## config.mk

```make
export PLATFORM = sky130hd
export DESIGN_NAME = fifo_byte_serializer
export DESIGN_NICKNAME = d
export VERILOG_FILES = /design/src/rtl/fifo_ser_pkg.sv /design/src/rtl/fifo_byte_serializer_beat_mux.sv /design/src/rtl/fifo_byte_serializer.sv
export SDC_FILE = /design/constraint.sdc
export NUM_CORES = 1
export LEC_CHECK = 0
export CORE_ASPECT_RATIO = 1.75
export CORE_MARGIN = 4
export CORE_UTILIZATION = 39
export CTS_BUF_LIST = sky130_fd_sc_hd__clkbuf_4
export DETAILED_ROUTE_END_ITERATION = 10
export PLACE_DENSITY_LB_ADDON = 0.1
export SKIP_CTS_REPAIR_TIMING = 1
export SYNTH_ARGS = -nofsm -noshare
export SYNTH_HDL_FRONTEND = slang
export SYNTH_SLANG_ARGS = --single-unit
```

## constraint.sdc

```tcl
create_clock -name clk -period 1.74 [get_ports clk]
set_clock_uncertainty 0.15 [all_clocks]
set_input_delay 0.261 -clock clk [delete_from_list [all_inputs] [get_ports clk]]
set_output_delay 0.261 -clock clk [all_outputs]
set_load 0.05 [all_outputs]
```

## src/rtl/fifo_ser_pkg.sv

```systemverilog
// Shared defaults and width helpers for the FIFO drain serializer.
// RATIO is the number of output beats that make up one FIFO word.
package fifo_ser_pkg;

  localparam int DEF_DATA_W = 32;
  localparam int DEF_OUT_W  = 8;

  function automatic int ratio(input int data_w, input int out_w);
    return data_w / out_w;
  endfunction

  // A one-beat word still needs a 1-bit index so the vector is legal.
  function automatic int idx_w(input int data_w, input int out_w);
    int r;
    r = data_w / out_w;
    return (r > 1) ? $clog2(r) : 1;
  endfunction

endpackage

```

## src/rtl/fifo_byte_serializer_beat_mux.sv

```systemverilog
// Selects the current OUT_W-bit beat out of a FIFO word from the beat index.
// LSB_FIRST picks whether beat 0 is the low or the high slice of the word.
module beat_mux
  import fifo_ser_pkg::*;
#(
  parameter int DATA_W    = DEF_DATA_W,
  parameter int OUT_W     = DEF_OUT_W,
  parameter bit LSB_FIRST = 1'b1,
  parameter int IDX_W     = idx_w(DEF_DATA_W, DEF_OUT_W)
) (
  input  logic [DATA_W-1:0] word,
  input  logic [IDX_W-1:0]  idx,
  output logic [OUT_W-1:0]  beat
);

  localparam int RATIO = ratio(DATA_W, OUT_W);

  always_comb begin
    // NOTE: default assigned first so every path drives beat and no latch is inferred.
    beat = '0;
    for (int i = 0; i < RATIO; i++) begin
      if (idx == IDX_W'(i)) begin
        beat = word[(LSB_FIRST ? i : RATIO - 1 - i) * OUT_W +: OUT_W];
      end
    end
  end

endmodule

```

## src/rtl/fifo_byte_serializer.sv

```systemverilog
// Read-side drain of the 32-bit FIFO: a one-word prefetch buffer feeds a
// shift stage that emits the word as OUT_W-bit beats on a valid/ready link.
module fifo_byte_serializer
  import fifo_ser_pkg::*;
#(
  parameter int DATA_W    = DEF_DATA_W,
  parameter int OUT_W     = DEF_OUT_W,
  parameter bit LSB_FIRST = 1'b1,
  parameter int CNT_W     = 16
) (
  input  logic              clk,
  input  logic              rst,
  output logic              fifo_re,
  input  logic              fifo_empty,
  input  logic [DATA_W-1:0] fifo_dout,
  output logic [OUT_W-1:0]  out_data,
  output logic              out_valid,
  input  logic              out_ready,
  output logic              out_last,
  output logic [CNT_W-1:0]  words_done,
  output logic              busy
);

  localparam int RATIO = ratio(DATA_W, OUT_W);
  localparam int IDX_W = idx_w(DATA_W, OUT_W);

  logic              rd_pend;
  logic              pf_valid;
  logic [DATA_W-1:0] pf_data;
  logic              sr_valid;
  logic [DATA_W-1:0] sr_data;
  logic [IDX_W-1:0]  idx;

  logic accept;
  logic last_accept;
  logic load;

  // Only one read in flight, and only when the prefetch slot can take it.
  // Gated with reset so the FIFO is never popped while the block is held.
  assign fifo_re     = rst && !fifo_empty && !rd_pend && !pf_valid;

  assign out_valid   = sr_valid;
  assign out_last    = sr_valid && (idx == IDX_W'(RATIO - 1));
  assign busy        = rd_pend || pf_valid || sr_valid;

  assign accept      = out_valid && out_ready;
  assign last_accept = accept && out_last;
  assign load        = pf_valid && (!sr_valid || last_accept);

  beat_mux #(
    .DATA_W    (DATA_W),
    .OUT_W     (OUT_W),
    .LSB_FIRST (LSB_FIRST),
    .IDX_W     (IDX_W)
  ) u_beat_mux (
    .word (sr_data),
    .idx  (idx),
    .beat (out_data)
  );

  // A capture and a load never coincide: a read is only issued with pf empty,
  // so pf_valid is still clear on the cycle rd_pend delivers the word.
  always_ff @(posedge clk or negedge rst) begin
    if (!rst) begin
      rd_pend    <= 1'b0;
      pf_valid   <= 1'b0;
      sr_valid   <= 1'b0;
      idx        <= '0;
      words_done <= '0;
      // NOTE: the data words are reset too because out_data must read 0 in reset.
      pf_data    <= '0;
      sr_data    <= '0;
    end else begin
      // NOTE: non-blocking throughout so every flag sees the pre-edge state.
      rd_pend <= fifo_re;

      if (rd_pend) begin
        pf_data  <= fifo_dout;
        pf_valid <= 1'b1;
      end

      if (load) begin
        sr_data  <= pf_data;
        sr_valid <= 1'b1;
        idx      <= '0;
        pf_valid <= 1'b0;
      end else if (accept) begin
        if (out_last) begin
          sr_valid <= 1'b0;
        end else begin
          idx <= idx + 1'b1;
        end
      end

      if (last_accept) begin
        words_done <= words_done + 1'b1;
      end
    end
  end

endmodule

```

[Yosys cells after proc, flatten, opt, wreduce, memory -nomap -nowiden]
Cells that the tools add are included.
Word-level totals
  register bits after elaboration: 85
  bits of input ports: 36
  output and inout port bits: 28
  word-level logic and storage cells: 45
Cells by class
  add/subtract/negate cells: 2
  eq/ne operators: 4
  muxes and demuxes: 12
  reductions and logical operators: 20
Operators with widths (number)
  $mux 8: 4
  $add 16x1->16 const B: 1
  $logic_and 1x1->1: 7
  $mux 2: 3
  $reduce_bool 2->1: 3
  $mux 1: 5
  $eq 2x2->1 const B: 2
  $logic_not 1->1: 4
  $reduce_and 2->1: 2
  $logic_or 1x1->1: 3
  $add 2x1->2 const B: 1
  $eq 2x1->1 const B: 1
  $logic_not 2->1: 1
  $ne 2x1->1 const B: 1

[Depth between registers and ports, before layout]
Gate-level depths: netlist of run 1.
  word-level depth: 7
  mapped depth: 7
  gate-level depth less buffers: 6

[By module]
A second synthesis of run 1 with hierarchy kept.
Unflattened totals
  cell total of the unflattened synthesis: 229
  area total of the unflattened synthesis: 3535.9 µm²
Modules (own cells, without submodules)
  fifo_byte_serializer: instances 1, cells each 219, area an instance 3339.5 µm², sequential area each 2127.0 µm²
  beat_mux: instances 1, cells each 10, area an instance 196.4 µm², sequential area each 0.0 µm²

[Worst setup path after synthesis of run 1]
No wires, ideal clock.
  path kind: reg2reg
  from: register rd_pend
  to: register rd_pend
  library setup time: 0.298 ns
  arrival: 2.395 ns
  data required time: 1.292 ns
  path slack: -1.104 ns
  cell stages (with the launch flop): 4
  buffers on the path: 2
  clock period less this slack: 2.844 ns
  cells stage by stage: dfrtp_1 > clkbuf_1 > buf_2 > nor4b_1
On the way
  word-level cells in the longest chain between the ends: 3
Ends and longest elaborated chain
  start, declared: RTL line fifo_byte_serializer.sv:27  | logic rd_pend;
  start signal, assigned: RTL line fifo_byte_serializer.sv:75  | rd_pend <= fifo_re;
  $logic_not 1->1: RTL line fifo_byte_serializer.sv:40  | assign fifo_re = rst && !fifo_empty && !rd_pend && !pf_valid;
  $logic_and 1x1->1 (2 in series): RTL line fifo_byte_serializer.sv:40
  named net fifo_re: RTL line fifo_byte_serializer.sv:13  | output logic fifo_re,
The timed path passes the listed nets, and every way through them passes these cells.
A chain may end at the register's enable or synchronous reset.

[Worst setup path in the final report of run 1]
  from: register idx[1]
  to: output out_data[5]
On the way
  word-level cells in the longest chain between the ends: 5
  elaborated cells on any way between the ends: 8
  those cells by class: eq/ne: 3; mux: 4; reduce/logical: 1
Ends and longest elaborated chain
  start, declared: RTL line fifo_byte_serializer.sv:32  | logic [IDX_W-1:0] idx;
  start signal, assigned: RTL line fifo_byte_serializer.sv:91  | idx <= idx + 1'b1;
  $logic_not 2->1: RTL line fifo_byte_serializer_beat_mux.sv:22  | if (idx == IDX_W'(i)) begin
  $mux 8 (3 in series): RTL line fifo_byte_serializer_beat_mux.sv:22
  $mux 8 (*): RTL line fifo_byte_serializer_beat_mux.sv:22
  end, declared: RTL line fifo_byte_serializer.sv:16  | output logic [OUT_W-1:0] out_data,
Every way passes the cells marked *; elsewhere a longest branch is shown, timed or not.

==> metrics.log, run 1 <==
[metrics] largest net degree at the start of global routing: 86
[metrics] cells along the critical path: inv_2, ha_4, buf_12, a221oi_1, o31ai_4, buf_12
[metrics] wire length of the first global-routing pass: 12.3 mm
[metrics] time the final worst path needs with I/O delays and setup: 2.40 ns
[metrics] RSZ-0062 raised after global routing: yes
[metrics] clock tree root buffer cell: sky130_fd_sc_hd__clkbuf_4
[metrics] CTS buffer count: 9
[metrics] Layout area overhead: 39.9%
[metrics] critical path launch point: idx[1]
[metrics] Data arrival, critical path: 1.99 ns
[metrics] async set-or-reset flop fraction in the synthesized netlist: 100%
[metrics] worst reg2reg startpoint: idx[0]
[metrics] Switching Power: 3.57 mW
[metrics] Synth Warn #: 0
[metrics] global-route usage over all layers: 14.9%
[metrics] worst supply voltage drop on vdd: 1.12 mV
[metrics] effective utilization at floorplan: 39.8%
[metrics] kind of path behind the tightest hold check: input pin to register
[metrics] number of register bits inferred by synthesis: 85
[metrics] final worst path period share: 138%
[metrics] Placer Congestion: 0.751
[metrics] Worst-Skew Late Latency: 0.42 ns
[metrics] global routing usage on met3: 3.21%
[metrics] die span in y: 138 um
[metrics] number of levels in the clock H-tree: 3
[metrics] Bufs on Longest Clock Path: 2
[metrics] final design utilization: 55.7%
[metrics] Internal: 6.05 mW
[metrics] DR vias: 2,353
[metrics] number of synthesized flops with an enable pin: 0
[metrics] Routed Wire Length: 8.21 mm
[metrics] Post-Syn Nets: 302
[metrics] startpoint of the tightest hold check path: fifo_dout[4]
[metrics] final setup margin: -0.659 ns
[metrics] number of core rows: 47
[metrics] Net count, final: 389
[metrics] average detailed-routed wire length per instance: 17.3 um
[metrics] startpoint type of the worst setup path: register
[metrics] share of layout cells above drive strength 1: 48.0%
[metrics] count of different cell masters after synthesis: 33
[metrics] ANT nets after route: 0
[metrics] Synth Cell Area: 0.00375 mm^2
[metrics] Pwr per Cell Area: 1830 mW/mm^2
[metrics] vias in the first global route: 2,415
[metrics] share of power burned in combinational logic: 54.2%
[metrics] switching fraction of total power: 37.1%
[metrics] post-DR vias/cell: 4.95
[metrics] slowest CP cell: sky130_fd_sc_hd__dfrtp_1
[metrics] total I/O pin count: 64
[metrics] Filler Cells Inserted: 843
[metrics] area share of the largest cell type after synthesis: 56.7%
[metrics] count of buffers from port buffering: 63
[metrics] share of power burned in registers: 36.2%
[metrics] detailed-route DRC error count: 0
[metrics] clock tree from TritonCTS: yes
[metrics] CP most frequent cell: sky130_fd_sc_hd__buf_12
[metrics] most congested layer reported by global routing: met2
[metrics] Detailed Place HPWL: 5.63 mm
[metrics] Most used DFF post-synth: sky130_fd_sc_hd__dfrtp_1
[metrics] failing checks: setup timing
[metrics] share of the yosys chip area belonging to registers: 56.7%
[metrics] longest individual stage delay on the worst path: 0.44 ns
[metrics] GRT met1 Usage: 16.1%
[metrics] worst-margin pin slew: 0.458 ns
[metrics] TritonRoute pass-1 iters: 4
[metrics] GRT met2 Usage: 27.2%
[metrics] total clock sinks: 85
[metrics] dominant cell type by area after synthesis: sky130_fd_sc_hd__dfrtp_1
[metrics] initial DRC count: 69
[metrics] width of the die: 82.1 um
[metrics] Data required, critical path: 1.33 ns
[metrics] Floorplan Core Area: 0.00941 mm^2
[metrics] Max FO, Critical Path: 9
[metrics] number of antenna violations at the first check in global routing: 1
[metrics] Worst slew margin: 69.5%
[metrics] Cells after Synth: 261
[metrics] CP Class: register to primary output
[metrics] clock-pin slew reported for the worst setup and hold paths after clock tree synthesis: 0.12 ns
[metrics] grt total ovfl: 0
[metrics] leakage dissipation: 2.37 nW
[metrics] setup tns final: -13.55 ns
[metrics] Syn Area/Cell: 14.4 um^2
[metrics] result of the run: finished with violations
[metrics] Final Max Slew Viols: 0
[metrics] top cells by area, synth: sky130_fd_sc_hd__dfrtp_1 (57%), sky130_fd_sc_hd__mux2_4 (12%), sky130_fd_sc_hd__mux2_2 (11%)
[metrics] Clk network pwr share: 9.6%
[metrics] number of endpoints with negative hold slack in the final report: 0
[metrics] final setup violation count: 53
[metrics] CP endpoint kind: primary output
[metrics] top achievable clock speed: 417 MHz
[metrics] number of violations of the max-capacitance limit: 0
[metrics] overall die area: 0.0113 mm^2
-- sequential cells by signal, indices dropped and copies added, names as in the netlist --
signal / count
pf_data: 32
idx: 2
out_valid: 1
words_done: 16
pf_valid: 1
sr_data: 32
rd_pend: 1
-- layer usage --
| layer | vias up | share of wire [%] |
|---|---|---|
| met2 | 48 | 56 |
| met5 | - | 0 |
| met3 | 10 | 4.1 |
| met4 | 0 | 2.1 |
| met1 | 1193 | 38 |
| li1 | 1102 | - |
-- per-stage QoR --
stage | setup slack [ns] | cells | cell area [um^2] | power (mW) | hold WS, ns
CTS | -0.769 | 465 | 5030 | 9.38 | -0.277
finish | -0.659 | 475 | 5240 | 9.62 | 0.284
floorplan | -0.190 | 261 | 3950 | 6.58 | -0.185
global placement | -0.243 | 450 | 4930 | 8.35 | 0.215
global route | -0.780 | 475 | 5240 | 10.1 | 0.242
detailed placement | -0.263 | 450 | 4930 | 8.43 | 0.218
-- path summary, 6_finish.rpt --
path,end,slack (ns),cells after the start
max,out_data[5],-0.66,6
min,pf_data[4],0.28,2
max reg2reg,sr_data[23],-0.26,6
min reg2reg,words_done[15],0.32,1
max in group asynchronous,idx[0],0.70,3
min in group asynchronous,words_done[2],0.34,3
-- cell usage after synthesis, types with 2 or more instances --
cell type / instances
sky130_fd_sc_hd__nand2_1: 18
sky130_fd_sc_hd__buf_12: 3
sky130_fd_sc_hd__o31ai_1: 7
sky130_fd_sc_hd__xor2_1: 3
sky130_fd_sc_hd__a22o_1: 2
sky130_fd_sc_hd__nand4_1: 3
sky130_fd_sc_hd__mux2_4: 29
sky130_fd_sc_hd__o21ai_0: 2
sky130_fd_sc_hd__mux2i_1: 2
sky130_fd_sc_hd__buf_4: 2
sky130_fd_sc_hd__and4_1: 2
sky130_fd_sc_hd__a221oi_1: 7
sky130_fd_sc_hd__dfrtp_1: 85
sky130_fd_sc_hd__nor2b_1: 8
sky130_fd_sc_hd__buf_2: 5
sky130_fd_sc_hd__and3_1: 7
sky130_fd_sc_hd__inv_1: 4
sky130_fd_sc_hd__xnor2_1: 12
sky130_fd_sc_hd__clkbuf_1: 3
sky130_fd_sc_hd__mux2_2: 35
sky130_fd_sc_hd__ha_1: 5
sky130_fd_sc_hd__nand3_1: 6
-- power by group through the flow --
stage	combinational (mW)	sequential, mW	clock [mW]
final	5.22	3.48	0.924
after global routing	5.49	3.57	1.06
after CTS	4.92	3.48	0.978
after detailed placement	4.91	3.52	0
after global placement	4.84	3.50	0
after floorplan	3.18	3.40	0
-- cells in the final DEF, fill, tap and decap left out, drive strengths merged, types with 6 or more instances in the layout --
master	count
a221oi	7
and3	7
buf	52
clkbuf	14
clkdlybuf4s50	34
dfrtp	85
mux2	64
nand2	18
nand3	6
nor2b	8
o31ai	7
xnor2	12
-- critical path, delay by kind of cell, from the launching register on --
family	cells	cell delay, ns
compound gates	2	0.54
fa+ha+maj	1	0.19
buf+inv	3	0.40
flops	1	0.44
-- cell families after synthesis --
logic type	Yosys count	synth area share, %
adders and majority gates	5	1.67
AOI/OAI and AO/OA	22	4.47
DFF	85	56.7
muxes	66	22.7
xor gates and xnor gates	15	3.50
and+or+nand+nor	50	7.28
buffers and inverters	18	3.67
-- area by class of cell --
class / count / area [um^2] / area share, %
Antenna cell: 1 / 2.50 / 0.0477
Clock buffer: 11 / 82.6 / 1.57
Clock inverter: 4 / 17.5 / 0.334
Inverter: 4 / 17.5 / 0.334
Multi-Input combinational cell: 158 / 1710 / 32.6
Sequential cell: 85 / 2140 / 40.7
Tap cell: 122 / 153 / 2.91
Timing Repair Buffer: 90 / 1120 / 21.4
Power figures use the tool's default switching activity.
==> run 2, diff against run 1 <==
--- a/config.mk
+++ b/config.mk
@@ -15,3 +15,4 @@
 export SYNTH_ARGS = -nofsm -noshare
 export SYNTH_HDL_FRONTEND = slang
 export SYNTH_SLANG_ARGS = --single-unit
+export TNS_END_PERCENT = 20
==> metrics.log, run 2 (same netlist as run 1, synthesis figures left out) <==
[metrics] TritonRoute pass-1 iters: 2 (was 4)
[metrics] count of buffers from port buffering: 63 (unchanged)
[metrics] overall power of the completed layout: 9.81 mW (was 9.62 mW)
[metrics] result of the run: finished with violations (unchanged)
[metrics] CP endpoint kind: primary output (unchanged)
[metrics] vias in the first global route: 2,427 (was 2,415)
[metrics] share of layout cells above drive strength 1: 46.8% (was 48.0%)
[metrics] clock-pin slew reported for the worst setup and hold paths after clock tree synthesis: 0.13 ns (was 0.12 ns)
[metrics] ANT nets after route: 0 (unchanged)
[metrics] Worst slew margin: 69.2% (was 69.5%)
[metrics] fin area: 0.00520 mm^2 (was 0.00524 mm^2)
[metrics] Placer Congestion: 0.709 (was 0.751)
[metrics] detailed-route DRC error count: 0 (unchanged)
[metrics] effective utilization at floorplan: 39.8% (unchanged)
[metrics] final design utilization: 55.3% (was 55.7%)
[metrics] Filler Cells Inserted: 827 (was 843)
[metrics] clock tree from TritonCTS: yes (unchanged)
[metrics] Bufs on Longest Clock Path: 2 (unchanged)
[metrics] number of antenna violations at the first check in global routing: 1 (unchanged)
[metrics] registers with the most flip-flops: pf_data: 32 flops, sr_data: 32 flops, words_done: 16 flops (unchanged)
[metrics] Post-Place Setup Slack: -0.266 ns (was -0.263 ns)
[metrics] Net count, final: 386 (was 389)
[metrics] global-route usage over all layers: 15.2% (was 14.9%)
[metrics] leakage dissipation: 2.35 nW (was 2.37 nW)
[metrics] most used cells in the layout excluding fill and tap cells: sky130_fd_sc_hd__dfrtp_1 (81), sky130_fd_sc_hd__mux2_2 (35), sky130_fd_sc_hd__clkdlybuf4s50_1 (34) (was sky130_fd_sc_hd__dfrtp_1 (78), sky130_fd_sc_hd__mux2_2 (35), sky130_fd_sc_hd__clkdlybuf4s50_1 (34))
[metrics] total I/O pin count: 64 (unchanged)
[metrics] grt total ovfl: 0 (unchanged)
[metrics] most common cell after layout, fill and taps aside: sky130_fd_sc_hd__dfrtp_1 (unchanged)
[metrics] kind of path behind the tightest hold check: input pin to register (unchanged)
[metrics] final setup violation count: 58 (was 53)
[metrics] startpoint type of the worst setup path: register (unchanged)
[metrics] CP Class: register to primary output (unchanged)
[metrics] Floorplan Core Area: 0.00941 mm^2 (unchanged)
[metrics] CTS buffer count: 9 (unchanged)
[metrics] Pwr per Cell Area: 1890 mW/mm^2 (was 1830 mW/mm^2)
[metrics] Detailed Place HPWL: 5.70 mm (was 5.63 mm)
[metrics] instance area after placement: 0.00490 mm^2 (was 0.00493 mm^2)
[metrics] Routed Wire Length: 8.08 mm (was 8.21 mm)
[metrics] Max FO, Critical Path: 5 (was 9)
[metrics] initial DRC count: 59 (was 69)
[metrics] time the final worst path needs with I/O delays and setup: 2.43 ns (was 2.40 ns)
[metrics] average detailed-routed wire length per instance: 17.1 um (was 17.3 um)
[metrics] multi-input gate area in the final layout: 0.00175 mm^2 (was 0.00171 mm^2)
[metrics] total clock sinks: 85 (unchanged)
[metrics] Worst-Skew Late Latency: 0.45 ns (was 0.42 ns)
[metrics] clock tree root buffer cell: sky130_fd_sc_hd__clkbuf_4 (unchanged)
[metrics] final setup margin: -0.687 ns (was -0.659 ns)
[metrics] die span in y: 138 um (unchanged)
[metrics] top achievable clock speed: 412 MHz (was 417 MHz)
[metrics] number of core rows: 47 (unchanged)
[metrics] overall die area: 0.0113 mm^2 (unchanged)
[metrics] largest net degree at the start of global routing: 86 (unchanged)
[metrics] wire length of the first global-routing pass: 12.4 mm (was 12.3 mm)
[metrics] final worst path period share: 139% (was 138%)
[metrics] Final Max Slew Viols: 0 (unchanged)
[metrics] Data required, critical path: 1.33 ns (about the same)
[metrics] RSZ-0062 raised after global routing: yes (unchanged)
[metrics] failing checks: setup timing (unchanged)
[metrics] number of violations of the max-capacitance limit: 0 (unchanged)
[metrics] register cell area after layout: 0.00213 mm^2 (was 0.00214 mm^2)
[metrics] width of the die: 82.1 um (unchanged)
[metrics] post-DR vias/cell: 4.94 (was 4.95)
[metrics] register-to-register setup slack: -0.29 ns (was -0.26 ns)
[metrics] DR vias: 2,328 (was 2,353)
[metrics] number of levels in the clock H-tree: 3 (unchanged)
[metrics] worst-margin pin slew: 0.462 ns (was 0.458 ns)
[metrics] worst supply voltage drop on vdd: 1.17 mV (was 1.12 mV)
[metrics] number of endpoints with negative hold slack in the final report: 0 (unchanged)
[metrics] Data arrival, critical path: 2.02 ns (was 1.99 ns)
[metrics] Layout area overhead: 38.7% (was 39.9%)
[run 2: path summary, 6_finish.rpt]
kind / from / endpoint / cells after the start
max in group asynchronous: rst / sr_data[18] / 3
min reg2reg: words_done[15] / words_done[15] / 1
min: fifo_dout[11] / pf_data[11] / 2
max: idx[1] / out_data[3] / 7
min in group asynchronous: rst / words_done[12] / 3
max reg2reg: idx[0] / sr_data[31] / 6
[run 2: power breakdown]
group | total [mW] | leakage [nW] | internal [mW] | switching [mW]
Clock | 1.08 | 0.0702 | 0.450 | 0.635
Sequential | 3.53 | 1.04 | 2.82 | 0.714
Combinational | 5.19 | 1.23 | 2.92 | 2.27
[run 2: area by class of cell]
cell class,instances,share of cell area [%]
diodes,1,0.0481
well taps,122,2.94
repair buffers,87,19.8
flip-flops and latches,85,41.0
clock inverters,3,0.746
inverters,4,0.337
multi-input cells,158,33.6
clock buffers,11,1.59
[run 2: metal layers]
layer	vias up	share of wire [%]	global-route usage, %
met5	-	0	0
met4	0	5.1	10.2
met3	20	4.4	3.80
met2	59	53	25.4
met1	1162	37	16.6
li1	1087	-	-
[run 2: per-stage QoR]
| step | std cells | TNS [ns] | hold WS [ns] |
|---|---|---|---|
| 2_1_floorplan | 261 | -5.93 | -0.185 |
| 3_3_place_gp | 449 | -7.34 | 0.215 |
| 3_5_place_dp | 449 | -9.35 | 0.225 |
| 4_1_cts | 463 | -14.22 | -0.265 |
| 5_1_grt | 471 | -19.57 | 0.235 |
| 6_report | 471 | -15.41 | 0.272 |
[run 2: critical path, stage by stage (launching register included)]
cell,delay (ns)
sky130_fd_sc_hd__dfrtp_1,0.46
sky130_fd_sc_hd__inv_2,0.13
sky130_fd_sc_hd__ha_4,0.14
sky130_fd_sc_hd__nor2b_4,0.21
sky130_fd_sc_hd__buf_6,0.14
sky130_fd_sc_hd__a221oi_2,0.07
sky130_fd_sc_hd__o31ai_4,0.24
sky130_fd_sc_hd__buf_12,0.18
==> RTL edit 1 (flow settings as in run 2) <==
The parameter `CNT_W` goes from 16 to 32.
--- a/src/rtl/fifo_byte_serializer.sv
+++ b/src/rtl/fifo_byte_serializer.sv
@@ -6,7 +6,7 @@
   parameter int DATA_W    = DEF_DATA_W,
   parameter int OUT_W     = DEF_OUT_W,
   parameter bit LSB_FIRST = 1'b1,
-  parameter int CNT_W     = 16
+  parameter int CNT_W     = 32
 ) (
   input  logic              clk,
   input  logic              rst,
Ports: changed (resized words_done); port bits go from 64 to 80. No check against the original RTL was run, so the function may have changed too.
==> RTL edit 1 against run 2 <==
The flow still finishes with violations (negative setup slack); design area grew 28%; total power grew 7.9%; sequential share of layout area shrank 2.7 points; die area grew 14%; sequential cell count grew 16; routed wire length grew 32%; critical path depth shrank 1; area after synthesis grew 16%; setup slack lost 0.0043 ns; largest cell class unchanged.
==> RTL edit 1: results (changes against run 2) <==
| Metric | Value |
|---|---|
| Worst Hold Launch | fifo_empty |
| # setup viols final | 74 (+28%) |
| Largest regs | pf_data x32, sr_data x32, words_done x32 |
| Leak | 2.95 nW (+26%) |
| Violated checks | negative setup slack |
| Filler cells | 865 (+4.6%) |
| I/O Buffers | 79 (+25%) |
| First-pass DRT Iterations | 4 (+2) |
| Routed WL per cell | 17.8 um (+3.6%) |
| FF-to-FF End | words_done[28] |
| Root buffer cell | clkbuf_4 |
| Synthesized area per cell | 13.2 sq um (-8.0%) |
| Reg-to-reg slack, setup | -0.34 ns (-0.05 ns) |
| Post-route cell area | 6670 sq um (+28%) |
| Mapped Nets | 369 (+22%) |
| Drt initial violations | 93 (+58%) |
| Worst Hold Path EP | rd_pend |
| Post-DP Area | 6100 sq um (+24%) |
| Worst-path maximum fanout | 6 (+1) |
| Largest cells by area after synthesis | dfrtp_1 58%, mux2_2 17%, xnor2_1 5.1% |
| GPL Wtd Cong | 0.825 (+16%) |
| Number of global-route vias before repair | 3306 (+36%) |
| Via/cell ratio | 5.14 (+4.0%) |
| Status | finished with violations |
| Dpl hpwl | 7160 um (+26%) |
| Post-synth cell types | 36 (+9.1%) |
| Max Cap Viol | 0 (unchanged) |
| Final nets | 505 (+31%) |
| Critical Path AT | 2.02 ns (about the same) |
| Maximum VDD drop | 1380 uV (+19%) |
| Commonest cells in the netlist | 101 x dfrtp_1, 65 x mux2_2, 27 x nand2_1 |
| Register area share after synthesis | 58.3% (+1.6 points) |
| First-pass GRT wire length | 16400 um (+32%) |
| Dpl ws | -0.359 ns (-0.0921 ns) |
| Worst-path clk slew | 0.16 ns (+0.03 ns) |
| Share of cells above drive strength 1 | 53.2% (+6.4 points) |
| Placed instance count | 570 (+27%) |
| PnR worst setup slack | -0.691 ns (-0.00430 ns) |
| Worst Tran Pin Value | 0.546 ns (+0.0849 ns) |
| Reg2Reg Depth | 10 (+4) |
| Largest net degree at the start of global routing | 102 (+19%) |
| Total Routing Usage GR | 16.4% (+1.2 points) |
| Hold Path Class | primary input to register |
| Non-filler instance count after layout | 599 (+27%) |
-- RTL edit 1: cell count changes after synthesis, moves of 3 or more --
cell	run 2	this run
nand3_1	6	14
nor4_2	0	3
buf_1	0	4
xor2_1	3	6
dfrtp_1	85	101
mux2_4	29	0
nand2_1	18	27
nor2_1	0	4
and3_1	7	4
mux2_2	35	65
nand4_1	3	11
buf_12	3	0
nor3_1	0	3
xnor2_1	12	25
-- RTL edit 1: critical path: stages, from the launching register on --
cell      delay, ns
dfrtp_1        0.43
inv_2          0.12
ha_4           0.20
nor2b_4        0.07
a221oi_1       0.49
o31ai_4        0.11
buf_12         0.16
-- RTL edit 1: worst max-delay path by stage --
stage | endpoint | slack (ns) | cells past startpoint
2_1_floorplan | out_data[1] | -0.23 | 6
3_3_place_gp | words_done[29] | -0.30 | 6
3_5_place_dp | words_done[29] | -0.36 | 6
4_1_cts | out_data[4] | -0.79 | 7
5_1_grt | out_data[5] | -0.81 | 7
6_report | out_data[2] | -0.69 | 6
-- RTL edit 1: layout make-up --
cell class	count	share of cell area (%)
Antenna cell	1	0.0375
Timing Repair Buffer	137	24.7
Sequential cell	101	38.3
Multi-Input combinational cell	209	32.6
Inverter	6	0.338
Tap cell	130	2.44
Clock inverter	6	0.600
Clock buffer	9	1.01
-- RTL edit 1: per-stage QoR --
| stage | TNS (ns) | hold WS, ns |
|---|---|---|
| after floorplan | -7.65 | -0.185 |
| after global placement | -15.15 | 0.242 |
| after detailed placement | -17.47 | 0.241 |
| after CTS | -17.69 | -0.275 |
| after global routing | -26.34 | 0.218 |
| final | -20.50 | 0.256 |
-- RTL edit 1: kinds of logic after synthesis --
group | after synthesis | synth area share (%)
XOR/XNOR | 31 | 6.26
AO/OA/AOI/OAI | 22 | 3.81
AND/OR/NAND/NOR | 85 | 11.3
adder cells (fa/ha/maj) | 5 | 1.44
flip-flops | 101 | 58.3
buffers and inverters | 18 | 1.76
multiplexers | 66 | 17.1
-- RTL edit 1: layer usage --
layer	vias up	track usage (%)	share of wire (%)
li1	1438	-	-
met4	0	6.14	1.8
met1	1565	18.8	38
met5	-	0	0
met2	62	28.7	56
met3	13	4.46	4.1
-- RTL edit 1: power by group --
group	switching (mW)	internal (mW)
Sequential	0.627	3.20
Clock	0.771	0.287
Combinational	2.50	3.20
==> RTL edit 2 (config.mk and constraints of run 2) <==
Without the edit above. Reset style: synchronous (`rst`), changed in one clocked block.
--- a/src/rtl/fifo_byte_serializer.sv
+++ b/src/rtl/fifo_byte_serializer.sv
@@ -60,7 +60,7 @@
 
   // A capture and a load never coincide: a read is only issued with pf empty,
   // so pf_valid is still clear on the cycle rd_pend delivers the word.
-  always_ff @(posedge clk or negedge rst) begin
+  always_ff @(posedge clk) begin
     if (!rst) begin
       rd_pend    <= 1'b0;
       pf_valid   <= 1'b0;
Function: differs if rst is asserted again (counterexample within 4 cycles, from zero or initial values and one cycle with rst low); with rst held inactive, the same outputs for 10 cycles.
==> RTL edit 2 against run 2 <==
The flow still finishes with violations (negative setup slack); maximum frequency rose by 3.4%; critical endpoint unchanged; setup slack improved by 0.080 ns; routed wire length rose by 10%; area after synthesis fell by 7.5%; design area fell by 1.7%; worst hold slack got worse by 0.011 ns; via count rose by 30%; sequential cell count did not move.
Power is not compared: it rests on default switching activity, and its combinational part moved more than twofold at a synthesized area within 25%.
==> RTL edit 2: results (changes against run 2) <==
| Metric | Value |
|---|---|
| Status | finished with violations |
| Violated checks | negative setup slack |
| Total Routing Usage GR | 16.2% (+1.0 points) |
| Multi-input combinational cell count | 292 (+85%) |
| Dpl ws | -0.269 ns (-0.00213 ns) |
| First-pass GRT wire length | 13500 um (+9.1%) |
| Worst Tran Pin Value | 0.367 ns (-0.0948 ns) |
| Fraction of area in multi-input gates | 38.2% (+4.6 points) |
| Drt initial violations | 150 (+150%) |
| Delay-heaviest family, CP | buffers and inverters |
| Post-synth cell types | 32 (-3.0%) |
| XOR/XNOR share of the synthesized area | 3.03% (-0.47 points) |
| Storage element area | 1740 sq um (-19%) |
| Largest net degree at the start of global routing | 83 (-3.5%) |
| # setup viols final | 13 (-78%) |
| Commonest cells in the netlist | 85 x dfxtp_1, 85 x nand2_1, 52 x a21oi_1 |
| FF-to-FF End | words_done[14] |
| CP max stage delay | 0.38 ns (-0.08 ns) |
| Critical Path AT | 1.94 ns (-0.08 ns) |
| Area of the core | 8670 sq um (-7.8%) |
| GPL Wtd Cong | 0.792 (+12%) |
| Post-DP Area | 4620 sq um (-5.7%) |
| Antenna Cells | 0 (-1) |
| Commonest register cell after synthesis | dfxtp_1 |
| Share of cells above drive strength 1 | 29.6% (-17 points) |
| Mux contribution to synthesized area | 9.81% (-13 points) |
| Dpl hpwl | 5800 um (+1.7%) |
| Reg-to-reg slack, setup | -0.07 ns (+0.22 ns) |
| Final nets | 529 (+37%) |
| Post-Syn Instances | 410 (+57%) |
| First-pass DRT Iterations | 4 (+2) |
| Synth Area in Compound Gates | 9.52% (+5.1 points) |
| Clock network area share | 3.06% (+0.73 points) |
| PnR worst setup slack | -0.607 ns (+0.0796 ns) |
| Worst-path maximum fanout | 7 (+2) |
| Post-synth ARST share | 0% (-100 points) |
| Mapped Nets | 451 (+49%) |
| Slowest cell on the critical path | dfxtp_4 |
| Placed instance count | 585 (+30%) |
| Final setup TNS | -4.65 ns (+10.76 ns) |
| Initial antenna violation count | 0 (-1) |
| R2r startpoint | idx[1] |
| Routed WL per cell | 14.6 um (-15%) |
| Synth Area in Adders | 1.80% (+0.13 points) |
RTL edit 2: power breakdown:
part           leakage, nW  internal [mW]  total [mW]  switching (mW)
clock               0.0830          0.577        1.24           0.663
combinational         1.03          0.236       0.458           0.222
sequential           0.699           1.99        2.03          0.0401
total                 1.81           2.81        3.73           0.925
RTL edit 2: metal layers:
layer | track usage, % | wire, um | part of all wire [%]
met1 | 18.2 | 3450 | 39
met2 | 28.4 | 4750 | 53
met3 | 4.43 | 408 | 4.6
met4 | 6.79 | 288 | 3.2
met5 | 0 | 0 | 0
RTL edit 2: worst min-delay path by stage:
stage	start	slack, ns	cells past startpoint	end
after floorplan	fifo_empty	0.19	1	rd_pend
final	rst	0.26	4	pf_data[30]
after CTS	fifo_dout[1]	0.24	3	pf_data[1]
after global placement	pf_data[0]	0.29	2	sr_data[0]
after detailed placement	pf_data[2]	0.30	2	sr_data[2]
after global routing	fifo_dout[0]	0.23	3	pf_data[0]
